$ cat config.mk
export PLATFORM = sky130hd
export DESIGN_NAME = lsu_mem_stage
export DESIGN_NICKNAME = d
export VERILOG_FILES = /design/src/rtl/lsu_pkg.sv /design/src/rtl/lsu_align.sv /design/src/rtl/lsu_mem_stage.sv
export SDC_FILE = /design/constraint.sdc
export NUM_CORES = 1
export LEC_CHECK = 0
export CELL_PAD_IN_SITES_DETAIL_PLACEMENT = 1
export CELL_PAD_IN_SITES_GLOBAL_PLACEMENT = 2
export CORE_UTILIZATION = 12
export CTS_CLUSTER_SIZE = 14
export DETAILED_ROUTE_END_ITERATION = 12
export PLACE_DENSITY = 0.85
export SETUP_SLACK_MARGIN = 0.15
export SYNTH_ARGS = -nofsm -noshare
export SYNTH_HDL_FRONTEND = slang
export SYNTH_SLANG_ARGS = --single-unit
$ cat constraint.sdc
create_clock -name clk_i -period 2.7 [get_ports clk_i]
set_clock_uncertainty 0.15 [all_clocks]
set_input_delay 0.54 -clock clk_i [delete_from_list [all_inputs] [get_ports clk_i]]
set_output_delay 0.54 -clock clk_i [all_outputs]
set_load 0.005 [all_outputs]
$ cat src/rtl/lsu_pkg.sv
// -----------------------------------------------------------------------------
// lsu_pkg
// Shared constants and types for the memory-stage load/store unit.
//   LSU_DW     : datapath width (only 32 is supported)
//   OPC_LOAD   : RV32 load major opcode
//   OPC_STORE  : RV32 store major opcode
//   func3_e    : access size / sign encodings
//   lsu_state_e: bus handshake FSM states
//   eff_off()  : byte offset actually used for lane selection
// -----------------------------------------------------------------------------
package lsu_pkg;

    localparam int LSU_DW = 32;

    localparam logic [6:0] OPC_LOAD  = 7'b0000011;
    localparam logic [6:0] OPC_STORE = 7'b0100011;

    typedef enum logic [2:0] {
        F3_B  = 3'b000,
        F3_H  = 3'b001,
        F3_W  = 3'b010,
        F3_BU = 3'b100,
        F3_HU = 3'b101
    } func3_e;

    typedef enum logic [1:0] {
        IDLE = 2'd0,
        REQ  = 2'd1,
        RESP = 2'd2
    } lsu_state_e;

    // Halfwords snap to a 16-bit boundary and words to offset 0, so an
    // unaligned address is quietly aligned down when trapping is not built in.
    function automatic logic [1:0] eff_off(input logic [2:0] f3, input logic [1:0] a);
        logic [1:0] o;
        case (f3)
            F3_B, F3_BU: o = a;
            F3_H, F3_HU: o = {a[1], 1'b0};
            default:     o = 2'b00;
        endcase
        return o;
    endfunction

endpackage

$ cat src/rtl/lsu_align.sv
// -----------------------------------------------------------------------------
// lsu_align
// Purely combinational lane steering for the LSU.
//   Store side: byte enables and lane-replicated write data from func3/offset.
//   Load side : byte/half/word extract with sign or zero extension.
// Ports:
//   is_load   in   access is a load (forces all byte enables)
//   st_func3  in   store size
//   st_off    in   effective byte offset of the store
//   st_data   in   rs2 value
//   st_be     out  byte enables
//   st_wdata  out  replicated store data
//   ld_func3  in   captured load size/sign
//   ld_off    in   captured effective byte offset
//   ld_rdata  in   raw bus read data
//   ld_data   out  aligned, extended load value
// -----------------------------------------------------------------------------
module lsu_align
    import lsu_pkg::*;
(
    input  logic              is_load,
    input  logic [2:0]        st_func3,
    input  logic [1:0]        st_off,
    input  logic [LSU_DW-1:0] st_data,
    output logic [3:0]        st_be,
    output logic [LSU_DW-1:0] st_wdata,
    input  logic [2:0]        ld_func3,
    input  logic [1:0]        ld_off,
    input  logic [LSU_DW-1:0] ld_rdata,
    output logic [LSU_DW-1:0] ld_data
);

    logic [7:0]  ld_byte;
    logic [15:0] ld_half;

    always_comb begin
        st_be    = 4'b1111;
        st_wdata = st_data;
        case (st_func3)
            F3_B: begin
                st_be    = 4'b0001 << st_off;
                st_wdata = {4{st_data[7:0]}};
            end
            F3_H: begin
                st_be    = 4'b0011 << st_off;
                st_wdata = {2{st_data[15:0]}};
            end
            default: begin
                st_be    = 4'b1111;
                st_wdata = st_data;
            end
        endcase
        if (is_load) begin
            st_be = 4'b1111;
        end
    end

    assign ld_byte = ld_rdata[{ld_off, 3'b000} +: 8];
    assign ld_half = ld_rdata[{ld_off[1], 4'b0000} +: 16];

    always_comb begin
        ld_data = ld_rdata;
        case (ld_func3)
            F3_B:    ld_data = {{24{ld_byte[7]}}, ld_byte};
            F3_H:    ld_data = {{16{ld_half[15]}}, ld_half};
            F3_BU:   ld_data = {24'd0, ld_byte};
            F3_HU:   ld_data = {16'd0, ld_half};
            default: ld_data = ld_rdata;
        endcase
    end

endmodule

$ cat src/rtl/lsu_mem_stage.sv
// -----------------------------------------------------------------------------
// lsu_mem_stage
// Memory-stage load/store unit: data-bus req/gnt/rvalid handshake, store lane
// generation, load alignment/extension and the upstream pipeline stall.
// Build option: LSU_MISALIGN_TRAP_EN - when defined, misaligned halfword/word
// accesses are suppressed and flagged on misalign_o; otherwise the low address
// bits are aligned down and misalign_o is tied low.
// Ports:
//   clk_i, rst_i            clock, async active-high reset
//   alu_out_m               effective address
//   write_data_m            store source data
//   opcode_m, func3_m       instruction class and size/sign
//   stall_o                 freeze upstream registers
//   load_data_o/_valid_o    writeback load result
//   misalign_o              misaligned-access flag
//   dbus_*                  data bus request/response
//
// state | meaning
// IDLE  | no access outstanding; a new access requests immediately
// REQ   | request held, waiting for grant
// RESP  | granted, waiting for read data / write ack
// -----------------------------------------------------------------------------
module lsu_mem_stage
    import lsu_pkg::*;
#(
    parameter int DW  = 32,
    parameter int BEW = DW / 8
)
(
    input  logic           clk_i,
    input  logic           rst_i,
    input  logic [DW-1:0]  alu_out_m,
    input  logic [DW-1:0]  write_data_m,
    input  logic [6:0]     opcode_m,
    input  logic [2:0]     func3_m,
    output logic           stall_o,
    output logic [DW-1:0]  load_data_o,
    output logic           load_valid_o,
    output logic           misalign_o,
    output logic           dbus_req_o,
    output logic           dbus_we_o,
    output logic [DW-1:0]  dbus_addr_o,
    output logic [BEW-1:0] dbus_be_o,
    output logic [DW-1:0]  dbus_wdata_o,
    input  logic           dbus_gnt_i,
    input  logic           dbus_rvalid_i,
    input  logic [DW-1:0]  dbus_rdata_i
);

    lsu_state_e  state;
    logic        cap_is_load;
    logic [2:0]  cap_func3;
    logic [1:0]  cap_off;

    logic        is_ld;
    logic        is_st;
    logic        mem_op;
    logic        misalign;
    logic        access;
    logic [1:0]  off_m;
    logic [DW-1:0] ld_ext;

    assign is_ld  = (opcode_m == OPC_LOAD);
    assign is_st  = (opcode_m == OPC_STORE);
    assign mem_op = is_ld | is_st;

`ifdef LSU_MISALIGN_TRAP_EN
    always_comb begin
        misalign = 1'b0;
        case (func3_m)
            F3_H, F3_HU: misalign = alu_out_m[0];
            F3_W:        misalign = |alu_out_m[1:0];
            default:     misalign = 1'b0;
        endcase
    end
    assign misalign_o = mem_op & misalign;
`else
    assign misalign   = 1'b0;
    assign misalign_o = 1'b0;
`endif

    assign access = mem_op & ~misalign;
    assign off_m  = eff_off(func3_m, alu_out_m[1:0]);

    always_ff @(posedge clk_i or posedge rst_i) begin
        if (rst_i) begin
            state       <= IDLE;
            cap_is_load <= 1'b0;
            cap_func3   <= 3'b000;
            cap_off     <= 2'b00;
        end else begin
            case (state)
                IDLE: begin
                    if (access) begin
                        cap_is_load <= is_ld;
                        cap_func3   <= func3_m;
                        cap_off     <= off_m;
                        state       <= dbus_gnt_i ? RESP : REQ;
                    end
                end
                REQ: begin
                    if (dbus_gnt_i) begin
                        state <= RESP;
                    end
                end
                RESP: begin
                    if (dbus_rvalid_i) begin
                        state <= IDLE;
                    end
                end
                default: state <= IDLE;
            endcase
        end
    end

    // Gating with rst_i drops the request asynchronously when reset hits
    // mid-access, before the state register has been observed as IDLE.
    assign dbus_req_o  = access & (state != RESP) & ~rst_i;
    assign stall_o     = access & ~((state == RESP) & dbus_rvalid_i);
    assign dbus_we_o   = is_st;
    assign dbus_addr_o = {alu_out_m[DW-1:2], 2'b00};

    lsu_align u_align (
        .is_load  (is_ld),
        .st_func3 (func3_m),
        .st_off   (off_m),
        .st_data  (write_data_m),
        .st_be    (dbus_be_o),
        .st_wdata (dbus_wdata_o),
        .ld_func3 (cap_func3),
        .ld_off   (cap_off),
        .ld_rdata (dbus_rdata_i),
        .ld_data  (ld_ext)
    );

    assign load_valid_o = (state == RESP) & dbus_rvalid_i & cap_is_load;
    assign load_data_o  = load_valid_o ? ld_ext : '0;

endmodule

==> results of run 1 <==
==> report_power, final <==
| part | leakage, nW | switching, mW | internal, mW |
|---|---|---|---|
| Sequential | 0.102 | 0.0268 | 0.137 |
| Combinational | 1.72 | 0.351 | 0.441 |
| Clock | 0.0370 | 0.0577 | 0.191 |
==> cell type report <==
type / instances / area share, %
timing repair buffer: 211 / 49.3
multi-input combinational: 143 / 34.1
tap: 188 / 5.89
sequential: 8 / 5.11
inverter: 39 / 3.67
clock buffer: 3 / 1.88
==> path summary, 6_finish.rpt <==
path / start / endpoint / slack, ps / depth (start not counted)
max: dbus_rdata_i[31] / load_data_o[19] / 130 / 8
min: state[1]$_DFFE_PP0P_ / state[1]$_DFFE_PP0P_ / 390 / 1
max reg2reg: state[1]$_DFFE_PP0P_ / cap_off[0]$_DFFE_PP0P_ / 780 / 5
min reg2reg: state[1]$_DFFE_PP0P_ / state[1]$_DFFE_PP0P_ / 390 / 1
max in group asynchronous: rst_i / cap_off[0]$_DFFE_PP0P_ / 1690 / 2
min in group asynchronous: rst_i / state[0]$_DFFE_PP0P_ / 470 / 2
==> cells by family (layout without fill, tap and decap cells) <==
kind of cell,count (synthesis),after routing
muxes,39,39
DFF,8,8
and+or+nand+nor,35,35
other,1,3
AOI/OAI and AO/OA,66,66
buffers and inverters,99,253
==> metal layers <==
metal  part of all wire, %  track usage (%)
met1                    38             12.1
met2                    51             21.6
met3                   8.2             2.45
met4                   2.9             4.82
met5                     0                0
==> worst max-delay path, delay by kind of cell <==
family                 cells  cell delay (ps)
buffers and inverters      5              790
multiplexers               1              280
AO/OA/AOI/OAI              2              280
==> flip-flops by register name (all words and copies together) (netlist names) <==
signal	count
cap_off	2
cap_is_load	1
cap_func3	3
state	2
==> through the flow <==
| stage | TNS [ps] | total power [mW] | utilization (%) | cell area, um^2 | std cells |
|---|---|---|---|---|---|
| after global routing | 0 | 1.27 | 26.4 | 3990 | 592 |
| after global placement | -15660 | 0.719 | 23.0 | 3490 | 558 |
| after floorplan | 0 | 0.441 | - | 1870 | 250 |
| after CTS | 0 | 1.08 | 24.9 | 3770 | 580 |
| final | 0 | 1.20 | 26.4 | 3990 | 592 |
| after detailed placement | -17040 | 0.733 | 23.0 | 3490 | 558 |
==> what timing repair did <==
action | CTS | global route
gates cloned | 5 | 2
setup endpoints to repair | 64 | 48
hold endpoints to repair | 0 | 0
pin swaps | 5 | 8
hold buffers | 0 | 0
setup buffers | 14 | 10
gates resized for setup | 184 | 49
==> layout by cell type (no fill, tap or decap), types with 9 or more instances in the layout <==
cell	instances
buf_4	40
a221oi_1	15
clkdlybuf4s50_1	76
nor2_1	12
inv_1	39
mux2_2	23
buf_6	9
a21oi_1	19
buf_2	26
dlygate4sd2_1	38
==> impl_metrics.json, run 1 <==
{
  "outcome": "completed",
  "yosys.area_share.adder_pct": 0,
  "cp_cell_sequence": "clkdlybuf4s15_2 -> mux2_4 -> buf_6 -> a32oi_4 -> buf_6 -> clkbuf_16 -> a221oi_1 -> buf_2",
  "holdWs_ps": 393,
  "drtIter0Drc": 64,
  "cap_violations": 0,
  "clk_pin_slew_ps": 40,
  "synth_largest_area_cell": "buf_4",
  "clock_latency_ps": 230,
  "netlist_area_um2": 1860,
  "place.gp.congestion": 0.841,
  "async_reset_ff_share_pct": 100,
  "syn_to_final_growth_pct": 115,
  "grt_pass1_vias": 2785,
  "slowest_delay_ps": 280,
  "synth_cells": 248,
  "pre_cts_slack_ps": -551,
  "fin_nets": 516,
  "numClockSinks": 8,
  "cp_max_fo": 6,
  "hold_viol_final": 0,
  "synthSimpleGateAreaFrac_pct": 9.62,
  "overflow": 0,
  "ys_seq_area_share_pct": 10.8,
  "critPathLaunchType": "input port",
  "track_usage_pct": 11.4,
  "synthTopCellsByCount": "buf_4 (42), inv_1 (39), mux2_2 (25)",
  "synth_mux_area_share_pct": 24.3,
  "endpoint_kind": "output pin",
  "num_antenna_cells": 0,
  "boundaryPins": 215,
  "chipHeight_um": 126,
  "dpl.hpwl_um": 6930,
  "ys_seq_elements": 8,
  "yosysMostFrequentCell": "buf_4",
  "core_um2": 15100,
  "critPathKind": "in -> out",
  "detail-route-antenna-nets": 0,
  "clockBufferDepth": 2,
  "synth_area_leaders": "buf_4 (17%), mux2_2 (15%), a221oi_1 (11%), dfrtp_1 (11%), inv_1 (7.9%)",
  "synthXorXnorAreaFrac_pct": 0,
  "cpMostUsedCell": "buf_6",
  "vias_per_cell": 4.29,
  "ys.flop_type": "dfrtp_1",
  "vias": 2538,
  "grt_pass1_wl_um": 14500,
  "fin_ws_ps": 127,
  "multi_input_area_um2": 1360,
  "register_area_um2": 204,
  "drive_above_1_share_pct": 40.3,
  "initial_utilization_pct": 12.3,
  "slew_viol_final": 0,
  "drcViolationCount": 0,
  "cts_tree": "built",
  "wire_per_inst_um": 16.4,
  "slowest_stage": "mux2_4",
  "grt_setup_unrepaired": "yes",
  "io_buffer_count": 151,
  "power_leakage_nw": 1.85,
  "drt-pass1-iter-count": 4,
  "ir_drop_mv": 0.151,
  "synth_top_area_share_pct": 17.0,
  "synth_cell_types": 32,
  "arrival_ps": 1880,
  "final-setup-viol-count": 0,
  "max_freq_mhz": 389,
  "h-tree-depth": 1,
  "fillers": 1775,
  "antenna_found_initial": 0,
  "yosysWarnings": 0,
  "required_ps": 2010,
  "hp-class": "reg -> reg",
  "cts_made_buffers": 3,
  "die_area_um2": 16000,
  "drt_wl_total_um": 9720,
  "die_w_um": 126,
  "final.min_clock_period_ps": 2570,
  "root_buffer": "clkbuf_16",
  "cellPowerDensity_nw_per_um2": 302,
  "rows": 45,
  "grt_max_degree": 19,
  "avgSynthCellArea_um2": 7.50,
  "min_period_over_period_pct": 95.3,
  "synth_top_family_by_area": "buffers and inverters",
  "synth_compound_area_share_pct": 26.1,
  "synth_edf_count": 0
}
Power figures use the tool's default switching activity.
==> inputs of run 2 (changes only) <==
--- a/config.mk
+++ b/config.mk
@@ -5,11 +5,14 @@
 export SDC_FILE = /design/constraint.sdc
 export NUM_CORES = 1
 export LEC_CHECK = 0
+export CAP_MARGIN = 20
 export CELL_PAD_IN_SITES_DETAIL_PLACEMENT = 1
 export CELL_PAD_IN_SITES_GLOBAL_PLACEMENT = 2
 export CORE_UTILIZATION = 12
 export CTS_CLUSTER_SIZE = 14
 export DETAILED_ROUTE_END_ITERATION = 12
+export GPL_ROUTABILITY_DRIVEN = 1
+export MAX_ROUTING_LAYER = met4
 export PLACE_DENSITY = 0.85
 export SETUP_SLACK_MARGIN = 0.15
 export SYNTH_ARGS = -nofsm -noshare
==> impl_metrics.json, run 2 (synthesis results as in run 1) <==
{
  "cts_tree": "built",
  "chipHeight_um": 126,
  "vias": 2546,
  "internal-power_uw": 773,
  "cap_violations": 0,
  "core_um2": 15100,
  "numClockSinks": 8,
  "die_w_um": 126,
  "detail-route-antenna-nets": 0,
  "max_freq_mhz": 391,
  "drt-pass1-iter-count": 4,
  "p_switching_uw": 469,
  "regMostFlops": "cap_func3",
  "vias_per_cell": 4.30,
  "grt_pass1_vias": 2795,
  "outcome": "completed",
  "drive_above_1_share_pct": 44.3,
  "place.gp.congestion": 0.854,
  "slowest_stage": "clkdlybuf4s50_1",
  "post-route-util_pct": 27.0,
  "largest_register_ffs": 3,
  "multi_input_area_um2": 1470,
  "final-setup-viol-count": 0,
  "num_antenna_cells": 0,
  "postLayoutCellArea_um2": 4090,
  "place_area_um2": 3490,
  "clk_pin_slew_ps": 40,
  "cellPowerDensity_nw_per_um2": 304,
  "boundaryPins": 215,
  "fillers": 1778,
  "layout_commonest_cell": "clkdlybuf4s50_1",
  "drtIter0Drc": 56,
  "final_cell_mix": "clkdlybuf4s50_1 (76), inv_1 (39), dlygate4sd2_1 (39)",
  "register_area_um2": 204,
  "arrival_ps": 1870,
  "clockBufferDepth": 2,
  "ir_drop_mv": 0.153,
  "antenna_found_initial": 0,
  "fin_nets": 516,
  "track_usage_pct": 11.8,
  "hold_viol_final": 0,
  "slowest_delay_ps": 490,
  "p_comb_share_pct": 66.7,
  "die_area_um2": 16000,
  "cp_max_fo": 2,
  "pre_cts_slack_ps": -551,
  "grt_max_degree": 19,
  "io_buffer_count": 151,
  "power_leakage_nw": 1.89,
  "reg.largest.list": "cap_func3: 3 flops, cap_off: 2 flops, state: 2 flops",
  "final.min_clock_period_ps": 2560,
  "h-tree-depth": 1,
  "holdWs_ps": 393,
  "pwr-share-seq_pct": 13.3,
  "power.total_mw": 1.24,
  "clockPowerShare_pct": 20.0,
  "required_ps": 2010,
  "overflow": 0,
  "grt_pass1_wl_um": 14500,
  "cts_made_buffers": 3,
  "clock_latency_ps": 230,
  "min_period_over_period_pct": 94.8,
  "drcViolationCount": 0,
  "hp-class": "reg -> reg",
  "initial_utilization_pct": 12.3,
  "switching_share_pct": 37.8,
  "endpoint_kind": "output pin",
  "critPathKind": "in -> out",
  "drt_wl_total_um": 9980,
  "root_buffer": "clkbuf_16",
  "rows": 45,
  "grt_setup_unrepaired": "yes",
  "slew_viol_final": 0,
  "dpl.hpwl_um": 6930,
  "syn_to_final_growth_pct": 120,
  "cp_cell_sequence": "clkdlybuf4s50_1 -> mux2_2 -> o32ai_2 -> a211oi_1 -> dlygate4sd2_1",
  "critPathLaunchType": "input port",
  "fin_ws_ps": 142,
  "wire_per_inst_um": 16.9
}
-- run 2: cell count changes in the layout (fill, tap and decap cells not counted), moves of 2 or more --
| cell | previous run | this run |
|---|---|---|
| o32ai_2 | 3 | 5 |
| buf_2 | 26 | 28 |
| buf_4 | 40 | 38 |
| a221oi_1 | 15 | 1 |
| a221oi_2 | 8 | 22 |
| o32ai_1 | 5 | 3 |
-- run 2: power by group through the flow --
stage | logic, mW | registers [mW] | clock network, mW
2_1_floorplan | 0.294 | 0.147 | 0
3_3_place_gp | 0.563 | 0.156 | 0
3_5_place_dp | 0.576 | 0.157 | 0
4_1_cts | 0.666 | 0.159 | 0.252
5_1_grt | 0.876 | 0.168 | 0.259
6_report | 0.828 | 0.165 | 0.249
-- run 2: metal layers --
metal / vias to the layer above / wire (um) / GRT usage [%]
met5: - / 0 / -
met4: 0 / 274 / 4.82
met3: 20 / 658 / 1.73
met2: 148 / 5140 / 21.6
met1: 1216 / 3910 / 12.6
li1: 1162 / - / -
-- run 2: metrics by stage --
stage	TNS, ps	cells
6_report	0	592
4_1_cts	0	580
2_1_floorplan	0	250
3_5_place_dp	-17040	558
5_1_grt	0	592
3_3_place_gp	-15660	558
-- run 2: layout make-up --
| cell class | count | area share, % |
|---|---|---|
| Clock buffer | 3 | 1.84 |
| Inverter | 39 | 3.58 |
| Multi-Input combinational cell | 143 | 35.8 |
| Sequential cell | 8 | 4.99 |
| Tap cell | 188 | 5.75 |
| Timing Repair Buffer | 211 | 48.0 |
-- run 2: worst paths after layout --
kind | start | to | slack [ps] | depth (start not counted)
max in group asynchronous | rst_i | cap_off[0]$_DFFE_PP0P_ | 1690 | 2
min reg2reg | state[1]$_DFFE_PP0P_ | state[1]$_DFFE_PP0P_ | 390 | 1
min in group asynchronous | rst_i | state[0]$_DFFE_PP0P_ | 470 | 2
max | dbus_rdata_i[11] | load_data_o[3] | 140 | 5
min | state[1]$_DFFE_PP0P_ | state[1]$_DFFE_PP0P_ | 390 | 1
max reg2reg | state[1]$_DFFE_PP0P_ | cap_off[0]$_DFFE_PP0P_ | 780 | 5
-- run 2: critical path: cells and delay by family --
| family | cells | cell delay (ps) |
|---|---|---|
| compound gates | 2 | 380 |
| buf+inv | 2 | 760 |
| mux | 1 | 180 |
-- run 2: timing repair --
| item | in CTS | in global routing |
|---|---|---|
| buffers inserted | 14 | 10 |
| setup endpoints to repair | 64 | 48 |
| pin swaps | 5 | 8 |
| hold buffers | 0 | 0 |
| gates cloned | 5 | 2 |
| resized for setup | 184 | 64 |
